[config.mk]
export PLATFORM = sky130hd
export DESIGN_NAME = pwm_seq_scheduler
export DESIGN_NICKNAME = d
export VERILOG_FILES = /design/src/rtl/pwm_seq_scheduler.sv
export SDC_FILE = /design/constraint.sdc
export NUM_CORES = 1
export LEC_CHECK = 0
export BUFFER_PORTS_ARGS = -buffer_cell sky130_fd_sc_hd__buf_2
export CORE_MARGIN = 3
export CORE_UTILIZATION = 45
export CTS_CLUSTER_DIAMETER = 200
export DETAILED_ROUTE_END_ITERATION = 6
export PLACE_DENSITY_LB_ADDON = 0.12
export SLEW_MARGIN = 20
export SYNTH_ARGS = -nofsm -noshare
export SYNTH_HDL_FRONTEND = slang
export SYNTH_SLANG_ARGS = --single-unit
[constraint.sdc]
create_clock -name clk_50M_o -period 3.4 [get_ports clk_50M_o]
set_input_delay 0.68 -clock clk_50M_o [delete_from_list [all_inputs] [get_ports clk_50M_o]]
set_output_delay 0.68 -clock clk_50M_o [all_outputs]
set_load 0.02 [all_outputs]
[src/rtl/pwm_seq_scheduler.sv]
// Sequencer firing pattern_pwm channels in mask order with gap and pass control.
// Optional per-channel completion timeout is built when SEQ_TIMEOUT_EN is defined.
module pwm_seq_scheduler #(
  parameter int NUM_CH = 3,
  parameter int GAP_W  = 16,
  parameter int TMO_W  = 24
) (
  input  logic              clk_50M_o,
  input  logic              rst_n,
  input  logic              start,
  input  logic              abort,
  input  logic [NUM_CH-1:0] ch_mask,
  input  logic [GAP_W-1:0]  gap_cycles,
  input  logic [7:0]        repeat_num,
  input  logic [TMO_W-1:0]  tmo_cycles,
  input  logic [NUM_CH-1:0] ch_busy,
  input  logic [NUM_CH-1:0] ch_valid,
  output logic [NUM_CH-1:0] ch_en,
  output logic              seq_busy,
  output logic              seq_done,
  output logic              seq_err,
  output logic [2:0]        cur_ch,
  output logic [7:0]        pass_cnt
);

  localparam logic [2:0] S_IDLE = 3'd0;
  localparam logic [2:0] S_ARM  = 3'd1;
  localparam logic [2:0] S_WAIT = 3'd2;
  localparam logic [2:0] S_GAP  = 3'd3;
  localparam logic [2:0] S_NEXT = 3'd4;
  localparam logic [2:0] S_DONE = 3'd5;

  logic [2:0]        r_state;
  logic [NUM_CH-1:0] r_mask;
  logic [NUM_CH-1:0] r_ch_en;
  logic [GAP_W-1:0]  r_gap;
  logic [GAP_W-1:0]  r_gap_cnt;
  logic [7:0]        r_repeat;
  logic [7:0]        r_pass;
  logic [2:0]        r_cur;
  logic              r_busy;
  logic              r_done;
  logic              r_err;

  logic [2:0]        w_first_new;
  logic [2:0]        w_first;
  logic [2:0]        w_next;
  logic              w_found_new;
  logic              w_found;
  logic              w_has_next;
  logic              w_valid_cur;
  logic [NUM_CH-1:0] w_onehot;
  logic              w_tmo_hit;
  logic              w_gap_end;

`ifdef SEQ_TIMEOUT_EN
  logic [TMO_W-1:0]  r_tmo;
  logic [TMO_W-1:0]  r_tmo_cnt;
  logic              w_cfg_unused;

  assign w_cfg_unused = ^ch_busy;
  assign w_tmo_hit    = (r_tmo != '0) && (r_tmo_cnt == r_tmo);
`else
  logic              w_cfg_unused;

  assign w_cfg_unused = ^{tmo_cycles, ch_busy};
  assign w_tmo_hit    = 1'b0;
`endif

  assign w_gap_end = (r_gap == '0) || (r_gap_cnt == r_gap - GAP_W'(1));

  // Ascending scan with found flags gives lowest-index priority.
  always_comb begin
    w_first_new = '0;
    w_first     = '0;
    w_next      = '0;
    w_found_new = 1'b0;
    w_found     = 1'b0;
    w_has_next  = 1'b0;
    w_valid_cur = 1'b0;
    w_onehot    = '0;
    for (int unsigned i = 0; i < NUM_CH; i++) begin
      if (ch_mask[i] && !w_found_new) begin
        w_first_new = 3'(i);
        w_found_new = 1'b1;
      end
      if (r_mask[i] && !w_found) begin
        w_first = 3'(i);
        w_found = 1'b1;
      end
      if (r_mask[i] && (3'(i) > r_cur) && !w_has_next) begin
        w_next     = 3'(i);
        w_has_next = 1'b1;
      end
      if (3'(i) == r_cur) begin
        w_valid_cur = ch_valid[i];
        w_onehot[i] = 1'b1;
      end
    end
  end

  always_ff @(posedge clk_50M_o or negedge rst_n) begin
    if (!rst_n) begin
      r_state   <= S_IDLE;
      r_mask    <= '0;
      r_ch_en   <= '0;
      r_gap     <= '0;
      r_gap_cnt <= '0;
      r_repeat  <= '0;
      r_pass    <= '0;
      r_cur     <= '0;
      r_busy    <= 1'b0;
      r_done    <= 1'b0;
      r_err     <= 1'b0;
`ifdef SEQ_TIMEOUT_EN
      r_tmo     <= '0;
      r_tmo_cnt <= '0;
`endif
    end else begin
      r_ch_en <= '0;
      r_done  <= 1'b0;
      // Busy trails the state by one edge so it drops one cycle after seq_done.
      r_busy  <= (r_state != S_IDLE);
      if (abort && (r_state != S_IDLE)) begin
        r_state <= S_IDLE;
      end else begin
        case (r_state)
          S_IDLE: begin
            if (start && !abort && !r_busy) begin
              r_mask    <= ch_mask;
              r_gap     <= gap_cycles;
              r_repeat  <= repeat_num;
              r_pass    <= '0;
              r_cur     <= w_first_new;
              r_err     <= (ch_mask == '0);
              r_state   <= (ch_mask == '0) ? S_DONE : S_ARM;
`ifdef SEQ_TIMEOUT_EN
              r_tmo     <= tmo_cycles;
`endif
            end
          end
          S_ARM: begin
            r_ch_en   <= w_onehot;
            r_gap_cnt <= '0;
            r_state   <= S_WAIT;
`ifdef SEQ_TIMEOUT_EN
            r_tmo_cnt <= '0;
`endif
          end
          S_WAIT: begin
            if (w_valid_cur) begin
              r_state <= S_GAP;
            end else if (w_tmo_hit) begin
              r_err   <= 1'b1;
              r_state <= S_GAP;
            end
`ifdef SEQ_TIMEOUT_EN
            else begin
              r_tmo_cnt <= r_tmo_cnt + TMO_W'(1);
            end
`endif
          end
          S_GAP: begin
            if (w_gap_end) r_state <= S_NEXT;
            else           r_gap_cnt <= r_gap_cnt + GAP_W'(1);
          end
          S_NEXT: begin
            if (w_has_next) begin
              r_cur   <= w_next;
              r_state <= S_ARM;
            end else begin
              r_pass <= r_pass + 8'd1;
              if ((r_repeat != 8'd0) && (r_pass + 8'd1 == r_repeat)) begin
                r_state <= S_DONE;
              end else begin
                r_cur   <= w_first;
                r_state <= S_ARM;
              end
            end
          end
          S_DONE: begin
            r_done  <= 1'b1;
            r_state <= S_IDLE;
          end
          default: r_state <= S_IDLE;
        endcase
      end
    end
  end

  assign ch_en    = r_ch_en;
  assign seq_busy = r_busy;
  assign seq_done = r_done;
  assign seq_err  = r_err;
  assign cur_ch   = r_cur;
  assign pass_cnt = r_pass;

endmodule

==> results of run 1 <==
-- power breakdown --
group	internal, mW	total (mW)	switching (mW)
combinational	0.508	0.975	0.467
sequential	0.949	1.25	0.299
clock	0.438	0.760	0.323
total	1.89	2.98	1.09
-- synthesized netlist by cell type (2+ instances only) --
library cell	instances	area [um^2]
buf_1	3	11.26
and3_1	6	37.54
a311oi_1	2	17.52
dfrtp_1	62	1551
nor4_1	7	43.79
o211ai_1	4	30.03
nor2_1	10	37.54
nand4_1	5	31.28
clkbuf_1	8	30.03
a21oi_2	7	61.31
mux2i_1	2	20.02
or3b_2	3	26.28
nor2b_1	7	43.79
a31oi_1	2	12.51
or3_1	16	100.1
nand2b_1	5	31.28
buf_6	4	45.04
nor3b_1	3	22.52
nand3_1	13	65.06
xor2_1	12	105.1
o21ai_0	20	100.1
inv_1	5	18.77
o21ai_2	7	61.31
ha_1	4	50.05
nand2_1	26	97.59
nor3_1	11	55.05
o31ai_1	7	52.55
nand4b_1	2	17.52
xnor2_1	23	201.4
and2_1	3	18.77
or4_1	5	37.54
a211oi_1	2	15.01
a21oi_1	11	55.05
mux2_2	29	326.6
-- through the flow --
step,hold WS (ns),cells,setup WS (ns),total power [mW],util
3_3_place_gp,0.4690,503,0.4141,2.216,0.5089
2_1_floorplan,0.3844,364,0.8470,1.990,-
6_report,0.4970,519,0.3505,2.983,0.5382
4_1_cts,0.4951,519,0.3669,3.015,0.5382
5_1_grt,0.5112,519,0.08520,3.196,0.5382
3_5_place_dp,0.4764,503,0.3992,2.242,0.5089
-- flip-flops by register name, indices dropped and copies added (netlist names) --
name,cells
ch_en,3
cur_ch,2
pass_cnt,8
r_gap,16
r_gap_cnt,16
r_mask,3
r_repeat,8
r_state,3
seq_busy,1
seq_done,1
seq_err,1
-- critical path, cell delays in order (launching register included) --
cell      delay, ns
dfrtp_1        0.44
inv_1          0.10
ha_1           0.25
nor3b_1        0.43
o311ai_0       0.23
a221o_1        0.35
nor4_1         0.23
and4b_4        0.52
nand2b_4       0.24
mux2i_1        0.18
-- layer usage --
layer	vias up	track usage	share of wire
li1	1435	-	-
met1	1433	0.2224	0.45
met2	70	0.2935	0.49
met3	13	0.05047	0.047
met4	0	0.07127	0.014
met5	-	0	0
-- cells in the final DEF (no fill, tap or decap), types with 10 or more instances in the layout --
cell	n
clkbuf_8	10
mux2_2	29
buf_2	49
dfrtp_1	62
a21oi_1	11
xnor2_1	23
xor2_1	12
nor2_1	10
or3_1	16
nand3_1	13
nand2_1	26
nor3_1	10
o21ai_0	20
-- area by class of cell --
cell class	instances	area (um^2)
Tap cell	102	127.6
Timing Repair Buffer	56	297.8
Sequential cell	62	1551
Inverter	5	18.77
Fill cell	744	3642
Multi-Input combinational cell	278	2018
Clock buffer	10	137.6
Clock inverter	6	93.84
-- worst paths after layout --
| path | startpoint | endpoint | depth (start not counted) | slack, ns |
|---|---|---|---|---|
| min in group clk_50M_o | seq_err$_DFFE_PN0P_ | seq_err$_DFFE_PN0P_ | 2 | 0.50 |
| max in group asynchronous | rst_n | r_repeat[1]$_DFFE_PN0P_ | 2 | 2.37 |
| worst min-delay path | rst_n | r_gap_cnt[10]$_DFFE_PN0P_ | 2 | 0.50 |
| worst max register to register | r_gap[0]$_DFFE_PN0P_ | r_gap_cnt[1]$_DFFE_PN0P_ | 9 | 0.35 |
| worst max-delay path | r_gap[0]$_DFFE_PN0P_ | r_gap_cnt[1]$_DFFE_PN0P_ | 9 | 0.35 |
| worst min register to register | seq_err$_DFFE_PN0P_ | seq_err$_DFFE_PN0P_ | 2 | 0.50 |
-- logic make-up after synthesis --
kind of cell,count (synthesis),share of synthesized area
AOI/OAI and AO/OA,75,0.1394
xor gates and xnor gates,35,0.08249
adders and majority gates,4,0.01347
buffers and inverters,24,0.04074
DFF,62,0.4175
muxes,32,0.09630
other,1,0.001009
and+or+nand+nor,131,0.2091
==> qor.yml, run 1 <==
grt_overflow: 0
tightest_slew_ns: 0.8031
cts_num_sinks: 62
syn_to_final_growth_pct: 14.24
vias: 2951
syn-num-nets: 429
pwr_density_cell_nw_per_um2: 702.7
cp-start-kind: "flop"
grt_pass1_wl_mm: 13.81
tns_ns: 0
clk_latency_ns: 0.35
crit_type: "reg2reg"
dieHeight_um: 96.88
cts_resized: 0
seq_area_frac_synth: 0.4175
die_x_um: 96.88
slew_headroom: 0.4646
cts_buffer_depth: 2
synth-async-reset-ratio: 1.000
finalCritPeriodShare: 0.8969
dpl_cell_area_um2: 4014
post_cts_buffers: 0
final_max_slew_viol_count: 0
skew_ns: 0.009912
synthCells: 364
synth-edff-count: 0
ys_ff_latch: 62
final_cell_area_um2: 4245
ys_warn_count: 0
drive_above_1_share: 0.3022
synth_ff_type: "dfrtp_1"
endpoint_kind: "flop"
io_pins: 78
drv_cap: 0
wl_per_cell_um: 15.62
first_pass_iters: 4
numCtsBuffers: 9
dp_hpwl_mm: 5.770
cp_max_fo: 30
grt_max_degree: 63
port_buffers: 49
hold_path_class: "in2async"
arrival_ns: 3.32
viasPerCell: 5.686
grt.total_usage: 0.1790
avgSynthCellArea_um2: 10.21
core-area_um2: 7888
hold_viol_final: 0
cts_root_buffer: "clkbuf_8"
worstPathRequired_ns: 3.67
hold_buffers: 0
tritoncts: "built"
drt-total-wl_mm: 8.107
diodes: 0
clkTransAtPathRegs_ns: 0.08
ant_nets: 0
drc: 0
rows: 32
antenna_found_initial: 0
gp_congestion: 0.8552
fp.dieArea_um2: 9385
ir_drop_uv: 302.0
cts-htree-levels: 3
nets: 477
fin_crit_ns: 3.050
first_global_vias: 2922
rsz0062_at_grt: "false"
start_util: 0.4711
outcome: "finished clean"
setup_viol: 0
netlist_area_um2: 3716
synth_cell_types: 62
leakagePower_nw: 1.800
drt_iter0_drc: 99
max_freq_mhz: 327.9
Power figures use the tool's default switching activity.
==> run 2, diff against run 1 <==
--- a/config.mk
+++ b/config.mk
@@ -5,12 +5,13 @@
 export SDC_FILE = /design/constraint.sdc
 export NUM_CORES = 1
 export LEC_CHECK = 0
-export BUFFER_PORTS_ARGS = -buffer_cell sky130_fd_sc_hd__buf_2
+export BUFFER_PORTS_ARGS = -buffer_cell sky130_fd_sc_hd__buf_4
 export CORE_MARGIN = 3
 export CORE_UTILIZATION = 45
 export CTS_CLUSTER_DIAMETER = 200
 export DETAILED_ROUTE_END_ITERATION = 6
 export PLACE_DENSITY_LB_ADDON = 0.12
+export REMOVE_ABC_BUFFERS = 1
 export SLEW_MARGIN = 20
 export SYNTH_ARGS = -nofsm -noshare
 export SYNTH_HDL_FRONTEND = slang
==> run 2 against run 1 <==
Effect of this change: via count increased by 0.24%; total power fell by 0.52%; register-to-register slack better by 0.04 ns; utilization rose by 1.2 points; critical path type unchanged; sequential power is essentially flat; largest power group unchanged; sequential share of layout area is 0.79 points lower; largest cell class unchanged; worst setup slack gained 0.045 ns; routed wire length is 2.5% higher; die area stayed put; critical endpoint unchanged.
==> qor.yml, run 2 (same netlist as run 1, synthesis figures left out) <==
drt_iter0_drc: 83  # was 99
outcome: "finished clean"  # unchanged
mostFrequentLayoutCell: "dfrtp_1"  # unchanged
cts-htree-levels: 3  # unchanged
grt_overflow: 0  # unchanged
leakagePower_nw: 1.822  # was 1.800 nW
biggestRegsByFlops: "r_gap (16), r_gap_cnt (16)"  # unchanged
reg2reg_slack_ns: 0.40  # was 0.35 ns
setup_viol: 0  # unchanged
grt_use_met2: 0.3100  # was 0.2935
vias: 2958  # was 2951
cts_num_sinks: 62  # unchanged
skew_ns: 0.008073  # was 0.009912 ns
crit_end: "r_gap_cnt[1]$_DFFE_PN0P_"  # unchanged
cts_root_buffer: "clkbuf_8"  # unchanged
crit_start: "r_gap[0]$_DFFE_PN0P_"  # unchanged
cp_slowest_cell: "or4_1"  # was and4b_4
io_pins: 78  # unchanged
numCtsBuffers: 9  # unchanged
cp_max_fo: 30  # unchanged
dp_hpwl_mm: 5.867  # was 5.770 mm
post_cts_buffers: 0  # unchanged
rr_worst_depth: 7  # was 9
diodes: 0  # unchanged
antenna_found_initial: 0  # unchanged
use_met3: 0.04470  # was 0.05047
cts_resized: 0  # unchanged
ir_drop_uv: 384.3  # was 302.0 uV
first_pass_iters: 4  # unchanged
pwr_density_cell_nw_per_um2: 684.0  # was 702.7 nW/um^2
rows: 32  # unchanged
rsz0062_at_grt: "false"  # unchanged
final_cell_mix: "dfrtp_1 (62), buf_4 (56), mux2_2 (29)"  # was dfrtp_1 (62), buf_2 (49), mux2_2 (29)
port_buffers: 49  # unchanged
arrival_ns: 3.27  # was 3.32 ns
reg2reg_from: "r_gap[0]$_DFFE_PN0P_"  # unchanged
viasPerCell: 5.710  # was 5.686
nets: 477  # unchanged
first_global_vias: 2966  # was 2922
grt_pass1_wl_mm: 14.37  # was 13.81 mm
core-area_um2: 7888  # unchanged
grt_busiest_layer: "met2"  # unchanged
hold_path_class: "in2async"  # unchanged
grt_max_degree: 63  # unchanged
grt.total_usage: 0.1863  # was 0.1790
final_cell_area_um2: 4339  # was 4245 um^2
cp-start-kind: "flop"  # unchanged
gp_congestion: 0.8598  # was 0.8552
finalPower_mw: 2.968  # was 2.983 mW
tritoncts: "built"  # unchanged
die_x_um: 96.88  # unchanged
fin_crit_ns: 3.005  # was 3.050 ns
hold_buffers: 0  # unchanged
crit_chain: "or4_1 > or3_1 > a21oi_1 > o221ai_1 > and4b_4 > nand2b_4 > mux2i_1"  # was inv_1 > ha_1 > nor3b_1 > o311ai_0 > a221o_1 > nor4_1 > and4b_4 > nand2b_4 > mux2i_1
endpoint_kind: "flop"  # unchanged
hold_viol_final: 0  # unchanged
use_met1: 0.2408  # was 0.2224
wl_per_cell_um: 16.05  # was 15.62 um
final_max_slew_viol_count: 0  # unchanged
drc: 0  # unchanged
ant_nets: 0  # unchanged
cpPeakStageDelay_ns: 0.74  # was 0.52 ns
cts_buffer_depth: 2  # unchanged
clkTransAtPathRegs_ns: 0.07  # was 0.08 ns
drt-total-wl_mm: 8.312  # was 8.107 mm
finalCritPeriodShare: 0.8837  # was 0.8969
max_freq_mhz: 332.8  # was 327.9 MHz
dpl_cell_area_um2: 4136  # was 4014 um^2
tns_ns: 0  # unchanged
slew_headroom: 0.3183  # was 0.4646
regToRegEndpoint: "r_gap_cnt[1]$_DFFE_PN0P_"  # unchanged
worstPathRequired_ns: 3.67  # about the same
syn_to_final_growth_pct: 16.77  # was 14.24%
tightest_slew_ns: 1.017  # was 0.8031 ns
crit_type: "reg2reg"  # unchanged
start_util: 0.4711  # unchanged
drive_above_1_share: 0.2981  # was 0.3022
utilization: 0.5501  # was 0.5382
clk_latency_ns: 0.34  # was 0.35 ns
drv_cap: 0  # unchanged
dieHeight_um: 96.88  # unchanged
fp.dieArea_um2: 9385  # unchanged
-- run 2: changes by cell type in the layout (fill, tap and decap cells not counted), sizes merged --
cell	before	now
clkinvlp	1	0
clkinv	2	3
inv	6	5
-- run 2: worst min-delay path by stage --
stage                              from                        to  slack, ns  cells after the start
floorplan                         rst_n        ch_en[0]$_DFF_PN0_       0.38                      0
global placement    seq_err$_DFFE_PN0P_       seq_err$_DFFE_PN0P_       0.48                      2
detailed placement  seq_err$_DFFE_PN0P_       seq_err$_DFFE_PN0P_       0.48                      2
CTS                               rst_n      r_gap[7]$_DFFE_PN0P_       0.46                      1
global route                      rst_n      r_gap[7]$_DFFE_PN0P_       0.49                      1
finish                            rst_n  r_gap_cnt[6]$_DFFE_PN0P_       0.40                      1
-- run 2: report_power, final --
part / internal, mW / switching [mW] / total, mW
sequential: 0.949 / 0.312 / 1.26
clock: 0.405 / 0.287 / 0.692
combinational: 0.538 / 0.476 / 1.01
-- run 2: routing by layer --
metal,vias to the layer above,wire length [um],share of wire
met5,-,0,0
met4,0,101,0.012
met3,8,347,0.042
met2,56,4116,0.50
met1,1459,3746,0.45
li1,1435,-,-
-- run 2: metrics by stage --
step / hold WS, ns / setup WS, ns / std cells
finish: 0.4043 / 0.3953 / 518
global route: 0.4879 / 0.1515 / 518
CTS: 0.4621 / 0.3642 / 518
detailed placement: 0.4780 / 0.3992 / 503
global placement: 0.4756 / 0.4378 / 503
floorplan: 0.3844 / 0.3007 / 345
-- run 2: final cells by class --
cell class | instances | area [um^2]
repair buffers | 56 | 420.4
fillers | 719 | 3548
multi-input cells | 278 | 2018
clock buffers | 10 | 127.6
inverters | 5 | 18.77
well taps | 102 | 127.6
flip-flops and latches | 62 | 1551
clock inverters | 5 | 75.07
-- run 2: critical path, delay by kind of cell (launching register included) --
kind            cells  cell delay, ns
mux                 1            0.17
simple gates        4            1.99
compound gates      2            0.30
flops               1            0.45
==> run 3, diff against run 2 <==
--- a/config.mk
+++ b/config.mk
@@ -6,12 +6,12 @@
 export NUM_CORES = 1
 export LEC_CHECK = 0
 export BUFFER_PORTS_ARGS = -buffer_cell sky130_fd_sc_hd__buf_4
+export CORE_ASPECT_RATIO = 1.5
 export CORE_MARGIN = 3
 export CORE_UTILIZATION = 45
 export CTS_CLUSTER_DIAMETER = 200
 export DETAILED_ROUTE_END_ITERATION = 6
 export PLACE_DENSITY_LB_ADDON = 0.12
-export REMOVE_ABC_BUFFERS = 1
 export SLEW_MARGIN = 20
 export SYNTH_ARGS = -nofsm -noshare
 export SYNTH_HDL_FRONTEND = slang
==> run 3 against run 2 <==
Effect of this change: routed wire length grew 2.7%; clock-buffer cell count shrank 1; worst setup slack gained 0.00070 ns; utilization grew 0.22 points; combinational power is essentially flat; global-route usage grew 0.54 points; register-to-register slack is essentially flat; sequential power is essentially flat; cell count grew 0.58%; worst hold slack gained 0.027 ns; clock skew shrank 0.0031 ns; clock power grew 30%.
==> qor.yml, run 3 (same netlist as run 1, synthesis figures left out) <==
antenna_found_initial: 0  # unchanged
regToRegEndpoint: "r_gap_cnt[1]$_DFFE_PN0P_"  # unchanged
ant_nets: 0  # unchanged
worstPathRequired_ns: 3.66  # was 3.67 ns
reg2reg_from: "r_gap[0]$_DFFE_PN0P_"  # unchanged
wl_per_cell_um: 16.39  # was 16.05 um
p_sw_mw: 1.117  # was 1.075 mW
final_cell_mix: "dfrtp_1 (62), buf_4 (55), mux2_2 (29)"  # was dfrtp_1 (62), buf_4 (56), mux2_2 (29)
pwr_density_cell_nw_per_um2: 714.8  # was 684.0 nW/um^2
first_pass_iters: 4  # unchanged
endpoint_kind: "flop"  # unchanged
tritoncts: "built"  # unchanged
setup_viol: 0  # unchanged
fp.dieArea_um2: 9406  # was 9385 um^2
post_cts_buffers: 0  # unchanged
hold_path_class: "in2async"  # unchanged
die_x_um: 80.20  # was 96.88 um
grt_pass1_wl_mm: 13.77  # was 14.37 mm
switching_share: 0.3535  # was 0.3622
nets: 476  # was 477
tns_ns: 0  # unchanged
cp_max_fo: 30  # unchanged
cts_num_sinks: 62  # unchanged
grt_max_degree: 63  # unchanged
crit_type: "reg2reg"  # unchanged
numCtsBuffers: 9  # unchanged
slew_headroom: 0.4630  # was 0.3183
cts-htree-levels: 3  # unchanged
tightest_slew_ns: 0.8055  # was 1.017 ns
cts_buffer_depth: 2  # unchanged
dp_cells: 505  # was 503
fin_crit_ns: 3.004  # was 3.005 ns
rsz0062_at_grt: "false"  # unchanged
clkTransAtPathRegs_ns: 0.05  # was 0.07 ns
skew_ns: 0.005013  # was 0.008073 ns
ir_drop_uv: 454.2  # was 384.3 uV
cpPeakStageDelay_ns: 0.74  # about the same
grt_overflow: 0  # unchanged
leakagePower_nw: 1.851  # was 1.822 nW
syn_to_final_growth_pct: 19.02  # was 16.77%
start_util: 0.4641  # was 0.4711
crit_start: "r_gap[0]$_DFFE_PN0P_"  # unchanged
drv_cap: 0  # unchanged
dp_worst_setup_slack_ns: 0.3948  # was 0.3992 ns
port_buffers: 49  # unchanged
drc: 0  # unchanged
cp-start-kind: "flop"  # unchanged
io_pins: 78  # unchanged
biggestRegsByFlops: "r_gap (16), r_gap_cnt (16)"  # unchanged
drive_above_1_share: 0.3005  # was 0.2981
fill_cells: 732  # was 719
cts_root_buffer: "clkbuf_16"  # was clkbuf_8
utilization: 0.5523  # was 0.5501
drt_iter0_drc: 154  # was 83
hold_viol_final: 0  # unchanged
first_global_vias: 2929  # was 2966
final_max_slew_viol_count: 0  # unchanged
stdcell_count: 521  # was 518
grt.total_usage: 0.1917  # was 0.1863
max_freq_mhz: 332.9  # was 332.8 MHz
setup_ws_ns: 0.3960  # was 0.3953 ns
dp_hpwl_mm: 6.021  # was 5.867 mm
mostFrequentLayoutCell: "dfrtp_1"  # unchanged
finalCritPeriodShare: 0.8835  # was 0.8837
cp_slowest_cell: "or4_1"  # unchanged
vias: 3004  # was 2958
p_comb_frac: 0.316  # was 0.342
core-area_um2: 8008  # was 7888 um^2
hold_buffers: 0  # unchanged
crit_chain: "or4_1 > or3_1 > a21oi_1 > o221ai_1 > and4b_4 > nand2b_4 > mux2i_1"  # unchanged
rr_worst_depth: 7  # unchanged
power.internal_mw: 2.044  # was 1.893 mW
outcome: "finished clean"  # unchanged
viasPerCell: 5.766  # was 5.710
cts_resized: 0  # unchanged
gp_congestion: 0.8600  # was 0.8598
diodes: 0  # unchanged
rows: 40  # was 32
drt-total-wl_mm: 8.539  # was 8.312 mm
power_frac_clock: 0.285  # was 0.233
pwr-share-seq: 0.399  # was 0.425
arrival_ns: 3.26  # was 3.27 ns
dieHeight_um: 117.3  # was 96.88 um
reg2reg_slack_ns: 0.40  # about the same
clk_latency_ns: 0.33  # was 0.34 ns
-- run 3: cell count changes in the layout (fill, tap and decap cells not counted), sizes merged --
| cell | before | now |
|---|---|---|
| clkinvlp | 0 | 2 |
| bufinv | 2 | 1 |
| clkbuf | 10 | 9 |
| buf | 56 | 55 |
| clkinv | 3 | 4 |
-- run 3: worst max-delay path by stage --
stage,cells past startpoint,slack (ns),end
CTS,7,0.38,r_gap_cnt[1]$_DFFE_PN0P_
global route,9,0.26,r_gap_cnt[1]$_DFFE_PN0P_
global placement,7,0.46,r_gap_cnt[1]$_DFFE_PN0P_
finish,7,0.40,r_gap_cnt[1]$_DFFE_PN0P_
floorplan,9,0.85,r_gap_cnt[0]$_DFFE_PN0P_
detailed placement,7,0.39,r_gap_cnt[1]$_DFFE_PN0P_
-- run 3: final cells by class --
class | instances | area [um^2] | area share
clock buffers | 9 | 225.2 | 0.05092
clock inverters | 7 | 65.06 | 0.01471
inverters | 5 | 18.77 | 0.004243
multi-input cells | 278 | 2018 | 0.4563
flip-flops and latches | 62 | 1551 | 0.3508
well taps | 105 | 131.4 | 0.02970
repair buffers | 55 | 412.9 | 0.09335
-- run 3: stage by stage --
stage | power, mW | hold slack (ns) | instance area (um^2)
after floorplan | 1.990 | 0.3844 | 3716
after global routing | 3.352 | 0.5097 | 4423
after CTS | 3.192 | 0.4714 | 4423
final | 3.161 | 0.4312 | 4423
after global placement | 2.237 | 0.4747 | 4133
after detailed placement | 2.278 | 0.4789 | 4133
-- run 3: power groups by stage --
stage                     Sequential (mW)  Combinational (mW)  Clock [mW]
after floorplan                      1.17               0.816           0
after global placement               1.26               0.979           0
after detailed placement             1.27                1.01           0
after CTS                            1.26                1.01       0.920
after global routing                 1.30                1.10       0.948
final                                1.26               0.998       0.902
-- run 3: critical path: cells and delay by family, from the launching register on --
kind / cells / cell delay (ns)
simple gates: 4 / 1.99
flops: 1 / 0.44
mux: 1 / 0.18
compound gates: 2 / 0.31
-- run 3: routing by layer --
layer  up-vias  GRT usage  routed length, um
li1       1432          -                  -
met1      1477     0.2091               3364
met2        74     0.3390               4577
met3        21    0.04747                344
met4         0     0.1026                253
met5         -          0                  0
